`config.mk`:
```
export PLATFORM = sky130hd
export DESIGN_NAME = exp_scale_bf16_flat
export DESIGN_NICKNAME = d
export VERILOG_FILES = /design/src/rtl/exp_scale_bf16_if.sv /design/src/rtl/exp_scale_bf16.sv /design/src/flat_wrapper.sv
export SDC_FILE = /design/constraint.sdc
export NUM_CORES = 1
export LEC_CHECK = 0
export BUFFER_PORTS_ARGS = -buffer_cell sky130_fd_sc_hd__clkbuf_2
export CAP_MARGIN = 40
export CORE_MARGIN = 1
export CORE_UTILIZATION = 63
export CTS_CLUSTER_DIAMETER = 120
export DETAILED_ROUTE_END_ITERATION = 10
export PLACE_DENSITY = 0.83
export SYNTH_ARGS = -nofsm -noshare
export SYNTH_HDL_FRONTEND = slang
export SYNTH_SLANG_ARGS = --single-unit
export TNS_END_PERCENT = 10
```
`constraint.sdc`:
```
create_clock -name clk -period 5.7 [get_ports clk]
set_clock_uncertainty 0.15 [all_clocks]
set_input_delay 1.14 -clock clk [delete_from_list [all_inputs] [get_ports clk]]
set_output_delay 1.14 -clock clk [all_outputs]
set_load 0.01 [all_outputs]
```
`src/rtl/exp_scale_bf16_if.sv`:
```
// Valid/ready bundle between the exp polynomial stage, the scaler and its consumer.
// The master side drives inputs and out_ready; the slave side is the scaler.
interface exp_scale_bf16_if #(
   parameter int SCALE_W = 9
);
   logic               in_valid;
   logic               in_ready;
   logic [15:0]        in_data;
   logic [SCALE_W-1:0] in_scale;
   logic               out_valid;
   logic               out_ready;
   logic [15:0]        out_data;

   modport master (
      output in_valid, in_data, in_scale, out_ready,
      input  in_ready, out_valid, out_data
   );

   modport slave (
      input  in_valid, in_data, in_scale, out_ready,
      output in_ready, out_valid, out_data
   );
endinterface

```
`src/rtl/exp_scale_bf16.sv`:
```
// BF16 2^k * p scaler: 2-stage exponent pipeline feeding a credit-managed FIFO.
// Define EXP_SCALE_SUBNORM_EN to emit rounded subnormals instead of flushing.
module exp_scale_bf16 #(
   parameter int SCALE_W    = 9,
   parameter int FIFO_DEPTH = 4
) (
   input logic            clk,
   input logic            rst,
   exp_scale_bf16_if.slave bus
);
   localparam int EW = SCALE_W + 2;
   localparam int AW = $clog2(FIFO_DEPTH);

   typedef enum logic [1:0] {C_NORM, C_ZERO, C_INF, C_NAN} cls_t;

   localparam logic signed [EW-1:0] E_MAX = EW'(255);
   localparam logic signed [EW-1:0] E_MIN = '0;

   logic                 v1;
   logic                 s1;
   logic [6:0]           m1;
   cls_t                 c1;
   logic signed [EW-1:0] ep1;
   logic                 v2;
   logic [15:0]          d2;

   logic [15:0]   mem [FIFO_DEPTH];
   logic [AW-1:0] wr_ptr;
   logic [AW-1:0] rd_ptr;
   logic [AW:0]   count;
   logic [AW+1:0] used;
   logic          take;
   logic          pop;

   logic [7:0]           e_in;
   logic [6:0]           m_in;
   cls_t                 c_in;
   logic signed [EW-1:0] ep_in;
   logic [15:0]          pack;

   // Credit counts everything in flight so S2 can always push.
   assign used = {1'b0, count}
               + {{(AW+1){1'b0}}, v1}
               + {{(AW+1){1'b0}}, v2};
   assign bus.in_ready  = !rst && (used < (AW+2)'(FIFO_DEPTH));
   assign take          = bus.in_valid && bus.in_ready;
   assign bus.out_valid = (count != '0);
   assign pop           = bus.out_valid && bus.out_ready;
   assign bus.out_data  = bus.out_valid ? mem[rd_ptr] : 16'h0000;

   assign e_in  = bus.in_data[14:7];
   assign m_in  = bus.in_data[6:0];
   assign ep_in = $signed({{(EW-8){1'b0}}, e_in})
                + $signed({{2{bus.in_scale[SCALE_W-1]}}, bus.in_scale});

   always_comb begin
      c_in = C_NORM;
      if (e_in == 8'hFF) c_in = (m_in != '0) ? C_NAN : C_INF;
      else if (e_in == 8'h00) c_in = C_ZERO;
   end

`ifdef EXP_SCALE_SUBNORM_EN
   localparam logic signed [EW-1:0] E_SUB = -EW'(7);
   logic [3:0]  sh;
   logic [15:0] sx;
   logic [7:0]  mq;
   logic        rup;
   logic [15:0] sub;

   // Guard is the first dropped bit; ties go to the even mantissa.
   always_comb begin
      sh  = 4'd1 - ep1[3:0];
      sx  = {1'b1, m1, 8'h00} >> sh;
      mq  = sx[15:8];
      rup = sx[7] && ((|sx[6:0]) || mq[0]);
      sub = (ep1 >= E_SUB) ? {s1, 7'h00, mq + 8'(rup)} : {s1, 15'h0};
   end
`else
   logic [15:0] sub;
   assign sub = {s1, 15'h0};
`endif

   always_comb begin
      pack = {s1, ep1[7:0], m1};
      if (c1 == C_NAN) pack = 16'h7FC0;
      else if (c1 == C_INF) pack = {s1, 8'hFF, 7'h00};
      else if (c1 == C_ZERO) pack = {s1, 15'h0};
      else if (ep1 >= E_MAX) pack = {s1, 8'hFF, 7'h00};
      else if (ep1 <= E_MIN) pack = sub;
   end

   always_ff @(posedge clk or posedge rst) begin
      if (rst) begin
         v1  <= 1'b0;
         s1  <= 1'b0;
         m1  <= '0;
         c1  <= C_NORM;
         ep1 <= '0;
         v2  <= 1'b0;
         d2  <= '0;
      end else begin
         v1 <= take;
         v2 <= v1;
         if (take) begin
            s1  <= bus.in_data[15];
            m1  <= m_in;
            c1  <= c_in;
            ep1 <= ep_in;
         end
         if (v1) d2 <= pack;
      end
   end

   always_ff @(posedge clk or posedge rst) begin
      if (rst) begin
         wr_ptr <= '0;
         rd_ptr <= '0;
         count  <= '0;
      end else begin
         if (v2) wr_ptr <= wr_ptr + 1'b1;
         if (pop) rd_ptr <= rd_ptr + 1'b1;
         unique case ({v2, pop})
            2'b10:   count <= count + 1'b1;
            2'b01:   count <= count - 1'b1;
            default: count <= count;
         endcase
      end
   end

   always_ff @(posedge clk) begin
      if (v2) mem[wr_ptr] <= d2;
   end
endmodule

```
`src/flat_wrapper.sv`:
```
// flat-port wrapper written by rule: the top's interface ports become plain ports
module exp_scale_bf16_flat 
#(
   parameter int SCALE_W    = 9,
   parameter int FIFO_DEPTH = 4
)
  (clk, rst, bus_in_valid, bus_in_data, bus_in_scale, bus_out_ready, bus_in_ready, bus_out_valid, bus_out_data);
  exp_scale_bf16_if #(.SCALE_W(SCALE_W)) bus_i ();
  input logic clk;
  input logic rst;
  input wire logic [$bits(bus_i.in_valid)-1:0] bus_in_valid;
  input wire logic [$bits(bus_i.in_data)-1:0] bus_in_data;
  input wire logic [$bits(bus_i.in_scale)-1:0] bus_in_scale;
  input wire logic [$bits(bus_i.out_ready)-1:0] bus_out_ready;
  output wire logic [$bits(bus_i.in_ready)-1:0] bus_in_ready;
  output wire logic [$bits(bus_i.out_valid)-1:0] bus_out_valid;
  output wire logic [$bits(bus_i.out_data)-1:0] bus_out_data;
  assign bus_i.in_valid = bus_in_valid;
  assign bus_i.in_data = bus_in_data;
  assign bus_i.in_scale = bus_in_scale;
  assign bus_i.out_ready = bus_out_ready;
  assign bus_in_ready = bus_i.in_ready;
  assign bus_out_valid = bus_i.out_valid;
  assign bus_out_data = bus_i.out_data;
  exp_scale_bf16 #(.SCALE_W(SCALE_W), .FIFO_DEPTH(FIFO_DEPTH)) u_core (.clk(clk), .rst(rst), .bus(bus_i));
endmodule
```
# == After elaboration in Yosys (flattened, before gate mapping) ==
# Memory sizes are Yosys's and may differ from the RTL's.
# Cells that the tools add are included.
# totals
reg_bits,46
n_memories,1
wordCells,47
in_bits,29
out_inout_bits,18
ram_bits,64
# classes
n_addsub,7
reduce_logical,8
muxes,12
order_cmp,3
n_eq_ne,6
# mem_list
memory,words,word_bits,read_ports,rd_clocked_by_memory_dff,wr,line_no,text
u_core.mem,4,16,1,0,1,exp_scale_bf16.sv:27,logic [15:0] mem [FIFO_DEPTH];
# ops
cell,n
$mux 15,4
$mux 16,2
$ge 11x9->1 const B,1
$le 11x1->1 const B,1
$add 9x9->10,1
$eq 8x8->1 const B,1
$logic_not 8->1,1
$reduce_bool 7->1,1
$eq 2x2->1 const B,3
$pmux 3 s2,1
$add 2x1->2 const B,2
$add 3x1->4,1
$add 4x1->4,1
$eq 2x1->1 const B,2
$lt 4x3->1 const B,1
$mux 1,4
$add 3x1->3 const B,1
$logic_and 1x1->1,3
$reduce_bool 3->1,1
$sub 3x1->3 const B,1
$mux 2,1
$reduce_bool 2->1,1
$logic_not 1->1,1

# == Longest topological paths before layout ==
# logic_depth
depth_word,6
depth_mapped,9
mapped_depth_nobuf,8

# == Worst setup path after synthesis ==
# Ideal clock, no wire load.
# synth_path
path_type,input to output
startpoint,in rst
endpoint,out bus_in_ready
arrival_ns,1.525
t_required_ns,4.410
setup_slack_ns,2.885
n_path_buf,0
stages,2
cell_sequence,nor2_1 o21a_1
# synth_between
elab_chain_cells,2
# synth_lines
item,line_no,text
from (decl),flat_wrapper.sv:10,input logic rst;
$logic_not 1->1,exp_scale_bf16.sv:45,assign bus.in_ready = !rst && (used < (AW+2)'(FIFO_DEPTH));
$logic_and 1x1->1,exp_scale_bf16.sv:45,
to (decl),flat_wrapper.sv:15,output wire logic [$bits(bus_i.in_ready)-1:0] bus_in_ready;
# No other way between the ends.

# == Final worst setup path ==
# layout_path
startpoint,reg u_core.rd_ptr[0]
endpoint,out bus_out_data[13]
# layout_between
elab_chain_cells,2
# layout_lines
item,line_no,text
from (decl),exp_scale_bf16.sv:29,logic [AW-1:0] rd_ptr;
from (signal assigned),exp_scale_bf16.sv:121,if (pop) rd_ptr <= rd_ptr + 1'b1;
$mem_v2 4x16,-,
$mux 16,exp_scale_bf16.sv:49,assign bus.out_data = bus.out_valid ? mem[rd_ptr] : 16'h0000;
to (decl),flat_wrapper.sv:17,output wire logic [$bits(bus_i.out_data)-1:0] bus_out_data;
# No other way between the ends.

==> qor.json <==
{
  "floorplan": {
    "core_mm2": 0.00725,
    "boundary_pin_count": 47,
    "fp.dieH_um": 88.6,
    "rows": 31,
    "starting_utilization_of_the_core_area_pct": 65.1,
    "fp.dieArea_mm2": 0.00785,
    "die_width_um": 88.6
  },
  "critical_path": {
    "r2r_slack_ns": 3.22,
    "worst-path-max-fanout": 14,
    "reg2reg_depth": 6,
    "worst_ep_arrival_time_ns": 1.95,
    "worstSetupStartpointType": "flip-flop",
    "r2r-start": "u_core.v2",
    "max_stage_delay_ns": 0.56,
    "critical-path-top-delay-family": "flip-flops",
    "r2r_end": "u_core.ep1[6]",
    "critPathKind": "reg2out",
    "nature_of_the_critical_path_endpoint": "primary output",
    "cells_along_the_critical_path": "buf_16 > mux4_2 > and2_1 > clkbuf_2",
    "critical-path-slowest-cell": "dfrtp_1",
    "critical_path.n_buffers_inverters": 2,
    "timing.critical_path.required_ns": 4.41
  },
  "cells_and_area": {
    "final_cell_count_no_fill": 485,
    "finish.utilization_pct": 72.0,
    "n_fill_cell": 479,
    "fin_nets": 426,
    "antenna_cells": 0,
    "multiInputGateArea_mm2": 0.00156,
    "area_delta_synth_final_pct": 10.5,
    "regArea_mm2": 0.00305,
    "final_layout_size_suffix_gt1_share_pct": 22.0
  },
  "grt": {
    "first_pass_grt_wire_length_mm": 12.9,
    "grt_start_max_net_pins": 46,
    "initial_antenna_violation_count": 0,
    "grt_remaining_overflow": 0,
    "grt_pass1_vias": 2620,
    "total_track_usage_pct": 22.6
  },
  "timing": {
    "setup_viol_count_final": 0,
    "maxSlewViolCount": 0,
    "timing.setup.tns_ns": 0,
    "report.final.hold_viol_count": 0,
    "grt_setup_unrepaired": "false",
    "timing.max_slew.rel_slack_pct": 45.3,
    "tightest_slew_ns": 0.821,
    "worst_slack_ns": 2.46,
    "layout_min_cycle_time_ns": 3.24,
    "hold_ws_ns": 0.341,
    "fmaxAchievable_mhz": 308,
    "fin_crit_sh_pct": 56.9
  },
  "clock_tree": {
    "cts_repair_resize_count": 0,
    "clk_pin_slew_worst_paths_ns": 0.10,
    "cell_at_the_root_of_the_clock_tree": "clkbuf_8",
    "clockBufferDepth": 2,
    "cts-buffers-inserted": 9,
    "cts_tree": "yes",
    "total_number_of_h_tree_levels": 3,
    "cts.repair_timing.setup_buffer_count": 0,
    "clock_sink_count": 109,
    "clock_insertion_delay_worst_skew_ns": 0.36,
    "ctsHoldBuffers": 0
  },
  "yosys": {
    "area_contributors_post_synth": "edfxtp_1, dfrtp_1, mux4_2",
    "synthDominantAreaCellType": "edfxtp_1",
    "synth.ff_latch_count": 109,
    "synth-main-ff-cell": "edfxtp_1",
    "mappedNetlistArea_mm2": 0.00472,
    "synth_enable_flop_cells": 64,
    "post-synth-top-area-fraction_pct": 40.7,
    "synth_async_sr_flop_share_pct": 41.3,
    "synthesis.yosys.warnings": 0,
    "synth_area_per_cell_um2": 14.1,
    "synthesis.instances": 334,
    "mappedNetlistNets": 379,
    "synth_sequential_area_ratio_pct": 64.5,
    "post_synth_num_cell_types": 43
  },
  "placed_design": {
    "post-dp-hpwl_mm": 5.51,
    "post-place-ws_ns": 2.69,
    "post-place-cells": 469,
    "port_buffers": 46,
    "finalWeightedCongestion": 0.795
  },
  "power_and_ir_drop": {
    "cellLeakagePower_nw": 2.08,
    "irDropWorstVdd_mv": 0.246,
    "power-per-cell-area_mw_per_mm2": 467
  },
  "worst_hold_path": {
    "holdCritStartpoint": "u_core.m1[4]",
    "hold_class": "reg2reg",
    "worstHoldEndpoint": "u_core.m1[4]",
    "whs_path_depth": 2
  },
  "detailed_routing": {
    "wl_per_cell_um": 16.1,
    "avgViaCountPerCell": 5.71,
    "initialDrtViolationCount": 160,
    "totalWireLength_mm": 7.81,
    "remaining_drc_errors": 0,
    "drt_pre_antenna_iters": 4,
    "num_vias": 2769,
    "number_of_routed_nets_with_antenna_violations": 0
  },
  "status": {
    "run_status": "finished, final reports clean"
  },
  "flow_run": {
    "drv_cap": 0
  }
}
## state kept, by name (all words and copies together) (netlist names), 2 cells and up
name and cells:
u_core.rd_ptr 2, u_core.wr_ptr 2, u_core.m1 7, u_core.d2 16, u_core.c1 2, u_core.ep1 10, u_core.mem 64, u_core.count 3
## area by class of cell
class	count	share of cell area, %
Tap cell	99	2.37
Clock buffer	9	2.37
Clock inverter	7	1.05
Multi-Input combinational cell	201	29.9
Sequential cell	109	58.4
Timing Repair Buffer	48	5.08
Inverter	12	0.863
## per-stage QoR
step	total power [mW]	instance area, um^2
after detailed placement	2.03	5040
after CTS	2.45	5220
after floorplan	1.79	4720
after global placement	1.95	5010
after global routing	2.59	5220
final	2.44	5220
## power by group
group | internal (mW) | total (mW) | switching, mW | leakage [nW]
clock | 0.165 | 0.428 | 0.263 | 0.0923
combinational | 0.369 | 0.717 | 0.348 | 0.838
sequential | 1.09 | 1.29 | 0.200 | 1.15
total | 1.62 | 2.44 | 0.812 | 2.08
## metal layers
layer	vias to the layer above	track usage, %	part of all wire [%]
met4	0	10.4	2.0
met2	82	35.0	47
met1	1335	31.9	47
met5	-	0	0
li1	1339	-	-
met3	13	3.92	3.8
## cell families after synthesis
kind of cell / after synthesis / synth area share [%]
mux: 17 / 7.84
buf+inv: 24 / 2.46
xor+xnor: 9 / 1.67
fa+ha+maj: 16 / 4.56
compound gates: 57 / 8.69
flops: 109 / 64.5
simple gates: 102 / 10.3
## worst max path at each step
stage / start / endpoint / slack, ns / cells past startpoint
6_report: u_core.rd_ptr[0] / bus_out_data[13] / 2.46 / 4
5_1_grt: u_core.rd_ptr[0] / bus_out_data[13] / 2.37 / 4
2_1_floorplan: rst / bus_in_ready / 2.89 / 2
3_3_place_gp: u_core.rd_ptr[0] / bus_out_data[13] / 2.48 / 3
4_1_cts: u_core.rd_ptr[0] / bus_out_data[13] / 2.44 / 4
3_5_place_dp: rst / bus_in_ready / 2.69 / 4
## cell usage after synthesis, types with 2 or more instances
cell type / count
a211o_1: 2
a21oi_1: 9
a22oi_1: 8
and2_1: 21
and4_1: 2
buf_2: 6
clkbuf_1: 4
dfrtp_1: 45
edfxtp_1: 64
fa_1: 2
ha_1: 14
inv_1: 11
mux4_2: 16
nand2_1: 54
nand3_1: 5
nand4_1: 3
nor2_1: 7
nor3_1: 2
nor4_1: 5
o21a_1: 3
o21ai_0: 16
o2bb2ai_1: 6
o31ai_1: 2
xnor2_1: 4
xor2_1: 5
## worst register-to-register path, delay by kind of cell, from the launching register on
family	cells	cell delay, ns
flip-flops	1	0.48
AO/OA/AOI/OAI	4	1.16
adder cells (fa/ha/maj)	1	0.31
buffers and inverters	1	0.28
## cell usage in the layout (no fill, tap or decap), drive strengths merged, types with 2 or more instances in the layout
master	netlist	layout
a211o	2	2
a211oi	2	2
a21oi	9	9
a22oi	8	8
and2	22	22
and4	2	2
buf	8	2
clkbuf	4	55
clkinv	0	3
dfrtp	45	45
edfxtp	64	64
fa	2	2
ha	14	14
inv	12	15
mux4	16	16
nand2	54	54
nand3	5	5
nand4	3	3
nor2	7	7
nor3	2	2
nor4	5	5
o21a	3	3
o21ai	16	16
o2bb2ai	6	6
o31ai	2	2
xnor2	4	4
xor2	5	5
Power figures use the tool's default switching activity.
